==> config.mk <==
export PLATFORM = sky130hd
export DESIGN_NAME = srt4_control
export DESIGN_NICKNAME = d
export VERILOG_FILES = /design/src/rtl/srt4_control.sv
export SDC_FILE = /design/constraint.sdc
export NUM_CORES = 1
export LEC_CHECK = 0
export CORE_AREA = 2 2 64 66
export CTS_BUF_LIST = sky130_fd_sc_hd__clkbuf_16
export DETAILED_ROUTE_END_ITERATION = 12
export DIE_AREA = 0 0 66 68
export DONT_BUFFER_PORTS = 1
export GPL_TIMING_DRIVEN = 0
export HOLD_SLACK_MARGIN = 0.02
export RECOVER_POWER = 25
export SLEW_MARGIN = 25
export SYNTH_ARGS = -nofsm -noshare
export SYNTH_HDL_FRONTEND = slang
export SYNTH_SLANG_ARGS = --single-unit
==> constraint.sdc <==
create_clock -name clk -period 3.25 [get_ports clk]
set_clock_uncertainty 0.1 [all_clocks]
set_input_delay 0.4875 -clock clk [delete_from_list [all_inputs] [get_ports clk]]
set_output_delay 0.4875 -clock clk [all_outputs]
set_load 0.02 [all_outputs]
==> src/rtl/srt4_control.sv <==
// Slot-based sequencer for the radix-4 SRT divider datapath; every output is a flop.
// Optional divide-by-zero early exit is enabled by defining SRT4_DIV_ZERO_EN.
module srt4_control #(
  parameter int ITERS  = 4,
  parameter int NCNT_W = 3
) (
  input  logic       clk,
  input  logic       rst_b,
  input  logic       start,
  input  logic       b_msb,
  input  logic       b_zero,
  input  logic [2:0] p_est,
  input  logic       p_sign,
  output logic       c0,
  output logic       c1,
  output logic       c2,
  output logic       c3,
  output logic       c4,
  output logic       c5,
  output logic       c6,
  output logic       c7,
  output logic       c8,
  output logic       c9,
  output logic       c10,
  output logic       c11,
  output logic       c12,
  output logic       c13,
  output logic       c14,
  output logic       busy,
  output logic       done,
  output logic       err
);

  localparam int IW = (ITERS > 1) ? $clog2(ITERS) : 1;
  localparam logic [IW-1:0] LAST_ITER = IW'(ITERS - 1);

  typedef enum logic [4:0] {
    S_IDLE, S_INIT_P, S_INIT_G, S_NORM_P, S_NORM_G, S_SHIFT_P, S_SHIFT_G,
    S_ADD_P, S_ADD_G, S_CORR_P, S_CORR_G, S_CONV_P, S_CONV_G,
    S_DEN_P, S_DEN_G, S_ZERO_P, S_ZERO_G, S_DONE
  } state_t;

  typedef enum logic [2:0] {D_ZERO, D_P1, D_P2, D_M1, D_M2} digit_t;

  state_t            state_reg, state_next;
  digit_t            dig_reg, dig_next, est_digit;
  logic [14:0]       c_reg, c_next;
  logic              busy_reg, busy_next;
  logic              done_reg, done_next;
  logic              err_reg, err_next;
  logic [NCNT_W-1:0] n_reg, n_next;
  logic [IW-1:0]     iter_reg, iter_next;
  logic              enter_norm, enter_shift, enter_tail;
  logic              norm_more, add_sub, add_2b;

  function automatic digit_t decode_digit(input logic [2:0] e);
    case (e)
      3'b001:         return D_P1;
      3'b010, 3'b011: return D_P2;
      3'b110:         return D_M1;
      3'b100, 3'b101: return D_M2;
      default:        return D_ZERO;
    endcase
  endfunction

  assign est_digit = decode_digit(p_est);
  assign norm_more = !b_msb && (n_reg != {NCNT_W{1'b1}});
  // Adder levels for the ADD slot, derived from the digit stored at SHIFT.
  assign add_sub   = (dig_reg == D_P1) || (dig_reg == D_P2);
  assign add_2b    = (dig_reg == D_P2) || (dig_reg == D_M2);

`ifndef SRT4_DIV_ZERO_EN
  logic unused_b_zero;
  assign unused_b_zero = b_zero;
`endif

  always_ff @(posedge clk) begin
    if (!rst_b) begin
      state_reg <= S_IDLE;
      dig_reg   <= D_ZERO;
      c_reg     <= '0;
      busy_reg  <= 1'b0;
      done_reg  <= 1'b0;
      err_reg   <= 1'b0;
      n_reg     <= '0;
      iter_reg  <= '0;
    end else begin
      state_reg <= state_next;
      dig_reg   <= dig_next;
      c_reg     <= c_next;
      busy_reg  <= busy_next;
      done_reg  <= done_next;
      err_reg   <= err_next;
      n_reg     <= n_next;
      iter_reg  <= iter_next;
    end
  end

  always_comb begin
    state_next  = state_reg;
    dig_next    = dig_reg;
    c_next      = '0;
    busy_next   = busy_reg;
    done_next   = 1'b0;
    err_next    = err_reg;
    n_next      = n_reg;
    iter_next   = iter_reg;
    enter_norm  = 1'b0;
    enter_shift = 1'b0;
    enter_tail  = 1'b0;
    case (state_reg)
      S_IDLE: begin
        if (start) begin
          state_next = S_INIT_P;
          c_next[0]  = 1'b1;
          c_next[1]  = 1'b1;
          busy_next  = 1'b1;
          err_next   = 1'b0;
          n_next     = '0;
          iter_next  = '0;
          dig_next   = D_ZERO;
        end
      end
      S_INIT_P: state_next = S_INIT_G;
      S_INIT_G: begin
`ifdef SRT4_DIV_ZERO_EN
        if (b_zero) state_next = S_ZERO_P;
        else        enter_norm = 1'b1;
`else
        enter_norm = 1'b1;
`endif
      end
      S_NORM_P: state_next = S_NORM_G;
      S_NORM_G: enter_norm = 1'b1;
      S_SHIFT_P: begin
        state_next = S_SHIFT_G;
        c_next[9]  = add_sub;
        c_next[10] = add_2b;
      end
      S_SHIFT_G: begin
        state_next = S_ADD_P;
        c_next[8]  = (dig_reg != D_ZERO);
        c_next[9]  = add_sub;
        c_next[10] = add_2b;
      end
      S_ADD_P: state_next = S_ADD_G;
      S_ADD_G: begin
        if (iter_reg == LAST_ITER) begin
          state_next = S_CORR_P;
          c_next[8]  = p_sign;
          c_next[12] = p_sign;
        end else begin
          iter_next   = iter_reg + IW'(1);
          enter_shift = 1'b1;
        end
      end
      S_CORR_P: begin
        state_next = S_CORR_G;
        c_next[11] = 1'b1;
      end
      S_CORR_G: begin
        state_next = S_CONV_P;
        c_next[11] = 1'b1;
        c_next[13] = 1'b1;
      end
      S_CONV_P: state_next = S_CONV_G;
      S_CONV_G, S_DEN_G: enter_tail = 1'b1;
      S_DEN_P: state_next = S_DEN_G;
`ifdef SRT4_DIV_ZERO_EN
      S_ZERO_P: state_next = S_ZERO_G;
      S_ZERO_G: begin
        state_next = S_DONE;
        done_next  = 1'b1;
        err_next   = 1'b1;
      end
`endif
      S_DONE: begin
        state_next = S_IDLE;
        busy_next  = 1'b0;
      end
      default: state_next = S_IDLE;
    endcase

    // The final normalization decision doubles as the first SHIFT slot.
    if (enter_norm) begin
      if (norm_more) begin
        state_next = S_NORM_P;
        c_next[2]  = 1'b1;
        n_next     = n_reg + NCNT_W'(1);
      end else begin
        enter_shift = 1'b1;
      end
    end

    if (enter_shift) begin
      state_next = S_SHIFT_P;
      dig_next   = est_digit;
      c_next[3]  = 1'b1;
      c_next[4]  = (est_digit == D_P1);
      c_next[5]  = (est_digit == D_M1);
      c_next[6]  = (est_digit == D_M2);
      c_next[7]  = (est_digit == D_P2);
    end

    // n is consumed as the denormalization down-counter.
    if (enter_tail) begin
      if (n_reg != '0) begin
        state_next = S_DEN_P;
        c_next[14] = 1'b1;
        n_next     = n_reg - NCNT_W'(1);
      end else begin
        state_next = S_DONE;
        done_next  = 1'b1;
      end
    end
  end

  assign c0   = c_reg[0];
  assign c1   = c_reg[1];
  assign c2   = c_reg[2];
  assign c3   = c_reg[3];
  assign c4   = c_reg[4];
  assign c5   = c_reg[5];
  assign c6   = c_reg[6];
  assign c7   = c_reg[7];
  assign c8   = c_reg[8];
  assign c9   = c_reg[9];
  assign c10  = c_reg[10];
  assign c11  = c_reg[11];
  assign c12  = c_reg[12];
  assign c13  = c_reg[13];
  assign c14  = c_reg[14];
  assign busy = busy_reg;
  assign done = done_reg;
  assign err  = err_reg;

endmodule

Yosys cells after proc, flatten, opt, wreduce, memory -nomap -nowiden --
Index checks and enable logic that the tools add are counted.
Word-level totals: register bits 30, input bits 9, output and inout port bits 18, word-level logic and storage cells 113
Cells by class: $add $sub $neg 3, eq/ne operators 32, muxes and demuxes 38, reductions and logical operators 27
Operator list (count):
- 5-bit case mux with 12 select lines | 1
- 5-bit by 4-bit equality test with 1-bit output (second input constant) | 7
- 5-bit two-way mux | 7
- 3-bit two-way mux | 9
- 5-bit by 3-bit equality test with 1-bit output (second input constant) | 4
- 2-bit AND reduction | 8
- 3-bit by 2-bit equality test with 1-bit output (second input constant) | 5
- 3-bit equality test (second input constant) | 5
- 1-bit two-way mux | 14
- 3-bit case mux with 4 select lines | 1
- 2-bit OR reduction | 6
- 5-bit by 2-bit equality test with 1-bit output (second input constant) | 2
- 3-bit by 1-bit equality test with 1-bit output (second input constant) | 3
- 2-bit nonzero test | 4
- 2-bit two-way mux | 3
- 3-bit nonzero test | 2
- 5-bit by 1-bit equality test with 1-bit output (second input constant) | 1
- 5-bit equality test (second input constant) | 1
- 5-bit logical NOT | 1
- 2-bit != test (second input constant) | 2
- 1-bit case mux with 2 select lines | 2
- 2-bit case mux with 2 select lines | 1
- 4-bit OR reduction | 1
- 3-bit by 1-bit adder with 3-bit output (second input constant) | 1
- other kinds (8) | 9

Depth between registers and ports, before layout --
Gate-level depths: netlist of the first run.
word-level depth 7, depth in mapped cells 6, depth with buffers taken out 6

Worst setup path after synthesis of the first run --
Ideal clock, no wire load.
path type flip-flop to flip-flop, from register state_reg[4], to register n_reg[1], library setup time 117 ps, arrival time 1716 ps, required time 3033 ps, setup slack 1316 ps, cell stages (with the launch flop) 6, buffers on the path 1, clock period less this slack 1934 ps, cell sequence dfxtp_1 or3_4 or4b_4 buf_6 and3_4 a32o_1
Between the ends: longest elaborated chain between the ends 6, elaborated cells on any way between the ends 14, those cells by class eq/ne (4); mux (7); reduce/logical (3)
RTL lines:
- start: declaration | RTL line 45 | state_t state_reg, state_next;
- start signal: assignment | RTL line 88 | state_reg <= state_next;
- 5-bit by 3-bit equality test with 1-bit output, or another cell as far along | RTL line 111 | case (state_reg)
- 2-bit OR reduction (no line) / 3-bit two-way mux (equally long branches)
- 1-bit two-way mux / 3-bit two-way mux (equally long branches) | RTL line 111, 186
- 3-bit two-way mux | RTL line 185 | if (enter_norm) begin
- 3-bit two-way mux | RTL line 207 | if (n_reg != '0) begin
- 3-bit two-way mux (*) | RTL line 206 | if (enter_tail) begin
- end signal: assignment | RTL line 94 | n_reg <= n_next;
- end: declaration | RTL line 51 | logic [NCNT_W-1:0] n_reg, n_next;
Mark *: on every way between the ends. The rest lies on a longest branch, timed or not. A chain may end at the register's enable or synchronous reset.

Final worst setup path of the first run --
from register state_reg[3], to register dig_reg[2]
Between the ends: longest elaborated chain between the ends 6, elaborated cells on any way between the ends 13, those cells by class eq/ne (3); mux (5); reduce/logical (5)
RTL lines:
- 5-bit by 4-bit equality test with 1-bit output, or another cell as far along | RTL line 111
- 1-bit two-way mux / 2-bit OR reduction (equally long branches)
- 1-bit two-way mux (on tied branches) | RTL line 186, 111
- 1-bit two-way mux | RTL line 185
- 2-bit nonzero test (no line)
- 2-bit AND reduction (no line)
- end signal: assignment | RTL line 89 | dig_reg <= dig_next;
- end: declaration | RTL line 46 | digit_t dig_reg, dig_next, est_digit;
Parallel ways exist; a longest one is shown, timed or not.

==> results of run 1 <==
## worst paths after layout
check | depth (start not counted) | start | to | slack (ps)
worst max-delay path | 6 | state_reg[3] | dig_reg[2] | 1140
worst min-delay path | 1 | p_est[1] | c_reg[6] | 180
worst max register to register | 6 | state_reg[3] | dig_reg[2] | 1140
worst min register to register | 2 | iter_reg[1] | iter_reg[1] | 380
## cells by family after synthesis
logic type,Yosys count,synth area share
other,1,0.00290
AOI/OAI and AO/OA,22,0.117
adders and majority gates,5,0.0484
muxes,3,0.0233
DFF,29,0.450
xor gates and xnor gates,6,0.0407
buffers and inverters,15,0.0552
and+or+nand+nor,59,0.263
## layout by cell type (no fill, tap or decap), types with 2 or more instances in the layout
master | synthesis | routed
xnor2_1 | 2 | 2
buf_4 | 2 | 2
nor2b_1 | 4 | 4
nand2b_1 | 5 | 5
ha_1 | 5 | 5
clkbuf_16 | 0 | 5
a21oi_1 | 6 | 6
nor4_1 | 3 | 3
nand3b_1 | 2 | 2
inv_1 | 5 | 5
nand2_1 | 8 | 8
nor3_1 | 5 | 5
dfxtp_1 | 29 | 29
clkbuf_1 | 5 | 5
mux2i_1 | 3 | 3
xor2_1 | 4 | 4
clkinv_1 | 1 | 3
nand3_1 | 10 | 10
o41ai_1 | 2 | 2
and3_1 | 2 | 2
or2_2 | 2 | 2
o21ai_0 | 3 | 3
nor2_1 | 9 | 9
nor3b_1 | 2 | 2
## metal layers
| layer | vias to the layer above | global-route usage |
|---|---|---|
| li1 | 506 | - |
| met1 | 456 | 0.160 |
| met2 | 26 | 0.205 |
| met3 | 8 | 0.0477 |
| met4 | 0 | 0.0842 |
| met5 | - | 0 |
## critical path, stage by stage (launching register included)
cell and delay (ps):
dfxtp_1 300, clkbuf_1 330, nand2b_1 140, nor3_1 500
or2_2 210, clkbuf_1 230, mux2i_1 220
## Yosys cell counts, types with 2 or more instances
library cell,count
mux2i_1,3
and3_1,2
or2_2,2
nand3b_1,2
o21ai_0,3
nand3_1,10
nor4_1,3
xor2_1,4
xnor2_1,2
nor3_1,5
nand2_1,8
nor2b_1,4
ha_1,5
dfxtp_1,29
inv_1,5
clkbuf_1,5
buf_4,2
nor3b_1,2
a21oi_1,6
nor2_1,9
o41ai_1,2
nand2b_1,5
## report_power, final
part | leakage [nW] | internal, mW | switching [mW]
clock | 0.0687 | 0.275 | 0.149
combinational | 0.269 | 0.0549 | 0.0698
sequential | 0.235 | 0.373 | 0.0183
total | 0.572 | 0.703 | 0.237
## final cells by class
class                           instances  area [µm²]
Clock buffer                            5         125
Multi-Input combinational cell         96         639
Sequential cell                        29         581
Inverter                                6        22.5
Fill cell                             409        2360
Tap cell                               50        62.6
Clock inverter                          3        12.5
Buffer                                  9        48.8
## through the flow
stage	std cells	power [mW]	area [µm²]
after floorplan	140	0.499	1290
after global placement	190	0.519	1350
after detailed placement	190	0.522	1350
after CTS	198	0.951	1490
after global routing	198	0.983	1490
final	198	0.940	1490
==> impl_results.md, run 1 <==
* Fin crit period at 2110 ps
* Routed wl met2 at 1180 µm
* Maximum VDD drop at 201 µV
* Max Slew Vio Count at 0
* GPL Wtd Cong at 0.741
* First-pass GRT wire length at 4370 µm
* YS warnings at 0
* Post-synth cell types at 44
* Drt pass-1 iters at 4
* Post-cts resize count at 0
* Reg clk slew, reported paths at 50 ps
* Drt total wl at 2650 µm
* # Post-CTS Setup Buffers at 0
* Max transition margin at 0.616
* Leakage power at 0.572 nW
* PwrDens at 630 nW/µm²
* Highest clock rate at 0.475 GHz
* Cell type with the largest total area after synthesis: dfxtp_1
* Worst hold margin at 181 ps
* Worst Max-Slew Pin Slew at 571 ps
* Final worst slack at 1140 ps
* Yosys reg bits at 29
* I/O pins at 27
* Area Growth Syn to Fin at 15.5%
* Critical path arrival at 2210 ps
* Cts bufs inserted at 5
* Root Buffer: clkbuf_16
* DRT antenna net count at 0
* HP Class: in2reg
* Std-Cell Rows at 23
* Vias at 996
* Top FF cell, synth: dfxtp_1
* GRT Residual Overflow at 0
* Max reg flops at 14
* Final #Nets at 161
* Cells after synthesis at 140
* Final count of hold timing violations at 0
* Sequential share of the synthesized area at 0.450
* Pre-CTS setup slack at 1160 ps
* Die Width at 66 µm
* Ratio of cells with drive above 1 in the final layout at 0.108
* DRC violations left at 0
* Global-route usage over all layers at 0.134
* HPWL Detailed at 1880 µm
* CTS Sinks at 29
* H-tree depth at 2
* Vias per inst at 5.03
* Max-Cap Viols at 0
* Cell Area, Synth at 1290 µm²
* Critical path class: reg2reg
* Area contributors post-synth: dfxtp_1, ha_1, nand3_1, xor2_1, nor2_1
* CTS max path bufs at 2
* Critical path launch point type: register
* Avg Cell Area, Syn at 9.22 µm²
* Uppermost routed layer: met4
* Initial Utilization at 0.335
* Initial antenna violation count at 0
* Final core utilization at 0.387
* 1st-iter DRT viols at 25
* M1 WL at 1230 µm
* Metal3 WL at 166 µm
* CTS tree: done
* WL/cell at 13.4 µm
* CP Data Required Time at 3350 ps
* Setup crit end kind: register
* Post-CTS Hold Buffers at 0
* Worst-Skew Late Latency at 270 ps
* Post-Syn Nets at 154
* Status: finished clean
* Largest net degree at the start of global routing at 11
* Tcrit/Tclk final at 0.648
* Endpoints failing setup at 0
* Async S/R FF share, synth at 0
* Critical path peak fanout at 9
* Yosys top cell area share at 0.450
* Port Buf Inserts at 0
* Number of global-route vias before repair at 980
* Post-synth EDFFs at 0
* TNS Setup at 0 ps
* Die Y-Extent at 68 µm
* Antenna Cells at 0
* Die area at 4490 µm²
* Core area at 3860 µm²
* RSZ-0062 raised after global routing: false
(Power assumes the default switching activity.)
==> run 2, diff against run 1 <==
- clock period: 3.25 -> 1.9 ns (I/O delays scaled with it)
==> run 2 against run 1 <==
Non-clock buffer count is 1 lower. Critical path type unchanged. Via count is 2.2% lower. Critical path depth is 2 lower.
==> impl_results.md, run 2 (same netlist as run 1, synthesis figures left out) <==
* Tcrit/Tclk final at 0.978 (+0.330)
* Vias per inst at 4.94 (-1.7%)
* Final #Nets at 160 (-0.62%)
* RSZ-0062 raised after global routing: false
* I/O pins at 27 (unchanged)
* Multi-input combinational cell area at 652 µm² (+2.0%)
* HP Class: in2reg
* CTS Sinks at 29 (unchanged)
* 1st-iter DRT viols at 21 (-16%)
* Power Total at 1.62 mW (+72%)
* Cts bufs inserted at 5 (unchanged)
* Seq. cell area at 582 µm² (+0.22%)
* Slowest cell on crit path: or4b_4
* Die Width at 66 µm (unchanged)
* Fin crit period at 1860 ps (-247 ps)
* Setup crit end kind: register
* DRC violations left at 0 (unchanged)
* Final count of hold timing violations at 0 (unchanged)
* Max-Cap Viols at 0 (unchanged)
* First-pass GRT wire length at 4490 µm (+2.5%)
* Number of global-route vias before repair at 1024 (+4.5%)
* Max reg flops at 14 (unchanged)
* HPWL Detailed at 1920 µm (+1.9%)
* Crit. Startpoint: state_reg[0]
* CTS tree: done
* Reg clk slew, reported paths at 50 ps (about the same)
* Commonest non-fill, non-tap cell in the layout: dfxtp_1
* Metal3 WL at 237 µm (+43%)
* Std-Cell Rows at 23 (unchanged)
* TNS Setup at 0 ps (unchanged)
* Drt total wl at 2780 µm (+4.9%)
* Vias at 974 (-2.2%)
* Die Y-Extent at 68 µm (unchanged)
* PwrDens at 1070 nW/µm² (+70%)
* Crit-path max cell delay at 500 ps (about the same)
* CP Data Required Time at 1960 ps (-1390 ps)
* Port Buf Inserts at 0 (unchanged)
* Uppermost routed layer: met4
* Core area at 3860 µm² (unchanged)
* Root Buffer: clkbuf_16
* Worst path cell trace: or3_4 > or4b_4 > and3_4 > a32o_1
* WL/cell at 14.1 µm (+5.4%)
* Hold Path Origin: p_sign
* GPL Wtd Cong at 0.780 (+5.2%)
* Worst reg-to-reg setup slack at 40 ps (-1100 ps)
* Critical path launch point type: register
* Routed wl met2 at 1250 µm (+5.9%)
* Max Slew Vio Count at 0 (unchanged)
* Antenna Cells at 0 (unchanged)
* R2r startpoint: state_reg[0]
* Largest net degree at the start of global routing at 11 (unchanged)
* Drt pass-1 iters at 4 (unchanged)
* Initial Utilization at 0.335 (unchanged)
* # fillers at 410 (+0.24%)
* Critical path class: reg2reg
* Initial antenna violation count at 0 (unchanged)
* Global-route usage over all layers at 0.140 (+0.00599)
* Maximum VDD drop at 345 µV (+72%)
* Most frequent cells in the layout: dfxtp_1, nand3_1, nand2_1, nor2_1
* Highest clock rate at 0.538 GHz (+13%)
* M1 WL at 1200 µm (-2.4%)
* Worst-Skew Late Latency at 270 ps (about the same)
* Ratio of cells with drive above 1 in the final layout at 0.150 (+0.0416)
* Critical path arrival at 1920 ps (-290 ps)
* Area Growth Syn to Fin at 17.2%
* GRT Residual Overflow at 0 (unchanged)
* H-tree depth at 2 (unchanged)
* Critical path peak fanout at 4 (-5)
* Status: finished clean
* Die area at 4490 µm² (unchanged)
* Leakage power at 0.588 nW (+2.6%)
* CTS max path bufs at 2 (unchanged)
* DRT antenna net count at 0 (unchanged)
* Endpoints failing setup at 0 (unchanged)
-- run 2: what timing repair did --
item / 4_1_cts / 5_1_grt
gates resized for setup: 2 / 2
setup endpoints to repair: 9 / 2
setup buffers: 1 / 0
hold buffers: 2 / 0
cloned: 0 / 0
pin swaps: 1 / 1
endpoints found under the hold margin: 2 / 0
-- run 2: layout make-up --
| type | instances | share of cell area |
|---|---|---|
| buffer | 5 | 0.0182 |
| clock buffer | 5 | 0.0827 |
| clock inverter | 3 | 0.00910 |
| inverter | 6 | 0.0149 |
| multi-input combinational | 96 | 0.431 |
| sequential | 29 | 0.385 |
| tap | 50 | 0.0414 |
| timing repair buffer | 3 | 0.0182 |
-- run 2: power by group --
| part | internal (mW) | leakage, nW | switching [mW] |
|---|---|---|---|
| logic | 0.0935 | 0.278 | 0.117 |
| registers | 0.637 | 0.235 | 0.0387 |
| clock network | 0.473 | 0.0748 | 0.258 |
| total | 1.20 | 0.588 | 0.414 |
-- run 2: worst paths after layout --
path                            depth (start not counted)   endpoint
worst max-delay path                                    4   n_reg[1]
worst min-delay path                                    2  c_reg[12]
worst max register to register                          4   n_reg[1]
worst min register to register                          1  c_reg[10]
-- run 2: critical path, delay by kind of cell, from the launching register on --
| kind | cells | cell delay, ps |
|---|---|---|
| AND/OR/NAND/NOR | 3 | 1080 |
| AO/OA/AOI/OAI | 1 | 240 |
| flip-flops | 1 | 330 |
-- run 2: stage by stage --
step                      area [µm²]  utilization  cells  hold WS [ps]  worst slack, ps
final                           1510        0.392    197          55.5             40.9
after global routing            1510        0.392    197          73.3             6.87
after CTS                       1510        0.390    197          52.7             4.06
after detailed placement        1360        0.351    190           266             -175
after global placement          1360        0.351    190           262             -153
after floorplan                 1290            -    140           261            0.789
-- run 2: per-layer routing --
metal / GRT usage / vias up
met5: 0 / -
met4: 0.0842 / 0
met3: 0.0740 / 8
met2: 0.218 / 26
met1: 0.151 / 440
li1: - / 500
==> run 3, diff against run 2 <==
- PLACE_DENSITY: default -> 0.5
==> run 3 against run 2 <==
Non-clock buffer count up 1. Highest routed layer unchanged. Register-to-register slack better by 30 ps. Largest power group unchanged. Maximum frequency up 1.4%. Hold slack better by 5.2 ps. Critical path depth unchanged.
==> impl_results.md, run 3 (same netlist as run 1, synthesis figures left out) <==
* Power Total at 1.62 mW (about the same)
* CP Data Required Time at 1960 ps (about the same)
* Final core utilization at 0.399 (+0.00649)
* Cell Area, Placed at 1360 µm² (unchanged)
* Endpoints failing setup at 0 (unchanged)
* First-pass GRT wire length at 4460 µm (-0.62%)
* Critical path peak fanout at 4 (unchanged)
* 1st-iter DRT viols at 23 (+9.5%)
* Sequential power share at 0.416 (-0.002)
* Drt pass-1 iters at 4 (unchanged)
* DRC violations left at 0 (unchanged)
* Worst reg-to-reg setup slack at 70 ps (+30 ps)
* Multi-input combinational cell area at 666 µm² (+2.1%)
* TNS Setup at 0 ps (unchanged)
* Most frequent cells in the layout: dfxtp_1, nand3_1, nand2_1, nor2_1
* Ratio of cells with drive above 1 in the final layout at 0.176 (+0.0260)
* Finished layout cell area at 1540 µm² (+1.7%)
* Vias at 1012 (+3.9%)
* CTS tree: done
* Hold path cells at 2 (unchanged)
* PwrDens at 1050 nW/µm² (-1.5%)
* HP Class: in2reg
* Clock share of power at 0.451 (about the same)
* Highest clock rate at 0.546 GHz (+1.4%)
* Final count of hold timing violations at 0 (unchanged)
* Final #Nets at 161 (+0.63%)
* Drt total wl at 2680 µm (-3.5%)
* Std-Cell Rows at 23 (unchanged)
* Die Width at 66 µm (unchanged)
* GRT Residual Overflow at 0 (unchanged)
* Hold Path Sink: c_reg[12]
* HPWL Detailed at 1930 µm (+0.58%)
* Initial Utilization at 0.335 (unchanged)
* Fin crit period at 1830 ps (-26.3 ps)
* Initial antenna violation count at 0 (unchanged)
* Antenna Cells at 0 (unchanged)
* Cts bufs inserted at 5 (unchanged)
* Largest net degree at the start of global routing at 11 (unchanged)
* GPL Wtd Cong at 0.810 (+3.9%)
* Die Y-Extent at 68 µm (unchanged)
* Status: finished clean
* Seq. cell area at 586 µm² (+0.65%)
* Critical path arrival at 1900 ps (-20 ps)
* Max-Cap Viols at 0 (unchanged)
* Area Growth Syn to Fin at 19.1%
* Fin cells at 198 (+0.51%)
* Worst-case reg-to-reg path depth at 4 (unchanged)
* R2r startpoint: state_reg[0]
* Number of global-route vias before repair at 1013 (-1.1%)
* Reg clk slew, reported paths at 50 ps (about the same)
* Vias per inst at 5.11 (+3.4%)
* # fillers at 411 (+0.24%)
* Setup crit end kind: register
* Tcrit/Tclk final at 0.965 (-0.0138)
* Comb pwr share at 0.133 (+0.003)
* Critical path launch point type: register
* Root Buffer: clkbuf_16
* CTS Sinks at 29 (unchanged)
* Maximum VDD drop at 325 µV (-5.7%)
* H-tree depth at 2 (unchanged)
* Hold Path Origin: p_sign
* Internal at 1.21 mW (+0.18%)
* Max Slew Vio Count at 0 (unchanged)
* Port Buf Inserts at 0 (unchanged)
* Commonest non-fill, non-tap cell in the layout: dfxtp_1
* CTS max path bufs at 2 (unchanged)
* Reg-to-reg critical path endpoint: n_reg[1]
* Critical path class: reg2reg
* Global-route usage over all layers at 0.137 (-0.00284)
* Placed Cells at 190 (unchanged)
* P_sw at 0.413 mW (-0.16%)
* Leakage power at 0.600 nW (+2.1%)
* Core area at 3860 µm² (unchanged)
* Worst-Skew Late Latency at 270 ps (about the same)
* DRT antenna net count at 0 (unchanged)
* RSZ-0062 raised after global routing: false
* Max reg flops at 14 (unchanged)
* Die area at 4490 µm² (unchanged)
* Switching Fraction at 0.255 (-0.000649)
* I/O pins at 27 (unchanged)
* WL/cell at 13.5 µm (-4.0%)
## run 3: cell count changes in the layout (fill, tap and decap cells not counted)
cell / previous run / this run
buf_4: 3 / 4
o21ai_1: 1 / 0
or2_2: 2 / 1
o41ai_2: 0 / 1
dfxtp_4: 0 / 1
or2_4: 0 / 1
dfxtp_1: 28 / 27
o21ai_2: 0 / 1
o41ai_1: 2 / 1
## run 3: area by class of cell
class | instances | area share
Timing Repair Buffer | 4 | 0.0228
Multi-Input combinational cell | 96 | 0.433
Inverter | 6 | 0.0146
Clock inverter | 3 | 0.00895
Clock buffer | 5 | 0.0814
Tap cell | 50 | 0.0407
Buffer | 5 | 0.0179
Sequential cell | 29 | 0.381
## run 3: metal layers
metal  vias up  global-route usage  share of wire
met3         6              0.0526          0.031
li1        505                   -              -
met2        13               0.235           0.52
met5         -                   0              0
met1       488               0.145           0.43
met4         0              0.0765          0.020
## run 3: repair_timing
| action | CTS | global route |
|---|---|---|
| hold buffers | 2 | 0 |
| setup buffers | 2 | 0 |
| hold endpoints to repair | 2 | 0 |
| setup endpoints to repair | 9 | 6 |
| pin swaps | 2 | 1 |
| gates resized for setup | 5 | 4 |
## run 3: worst max path at each step
stage | startpoint | to | slack [ps] | cells after the start
3_5_place_dp | state_reg[3] | dig_reg[1] | -140 | 6
5_1_grt | n_reg[0] | n_reg[1] | 8 | 6
4_1_cts | state_reg[0] | n_reg[1] | 2 | 4
3_3_place_gp | state_reg[3] | dig_reg[2] | -130 | 6
6_report | state_reg[0] | n_reg[1] | 70 | 4
2_1_floorplan | state_reg[0] | n_reg[1] | 0.8 | 5
## run 3: power by group through the flow
stage	Sequential, mW	Combinational [mW]	Clock (mW)
2_1_floorplan	0.675	0.179	0
3_3_place_gp	0.679	0.211	0
3_5_place_dp	0.680	0.216	0
4_1_cts	0.674	0.211	0.752
5_1_grt	0.677	0.239	0.775
6_report	0.674	0.215	0.730
## run 3: stage by stage
stage	setup WS [ps]	hold WS [ps]
detailed placement	-140	264
global placement	-133	265
finish	67.2	60.7
floorplan	0.789	261
global route	7.87	68.5
CTS	1.65	61.8
## run 3: worst max-delay path: stages (launching register included)
cell     delay, ps
dfxtp_2        320
or3_4          380
or4b_4         510
and3_4         170
a32o_1         240
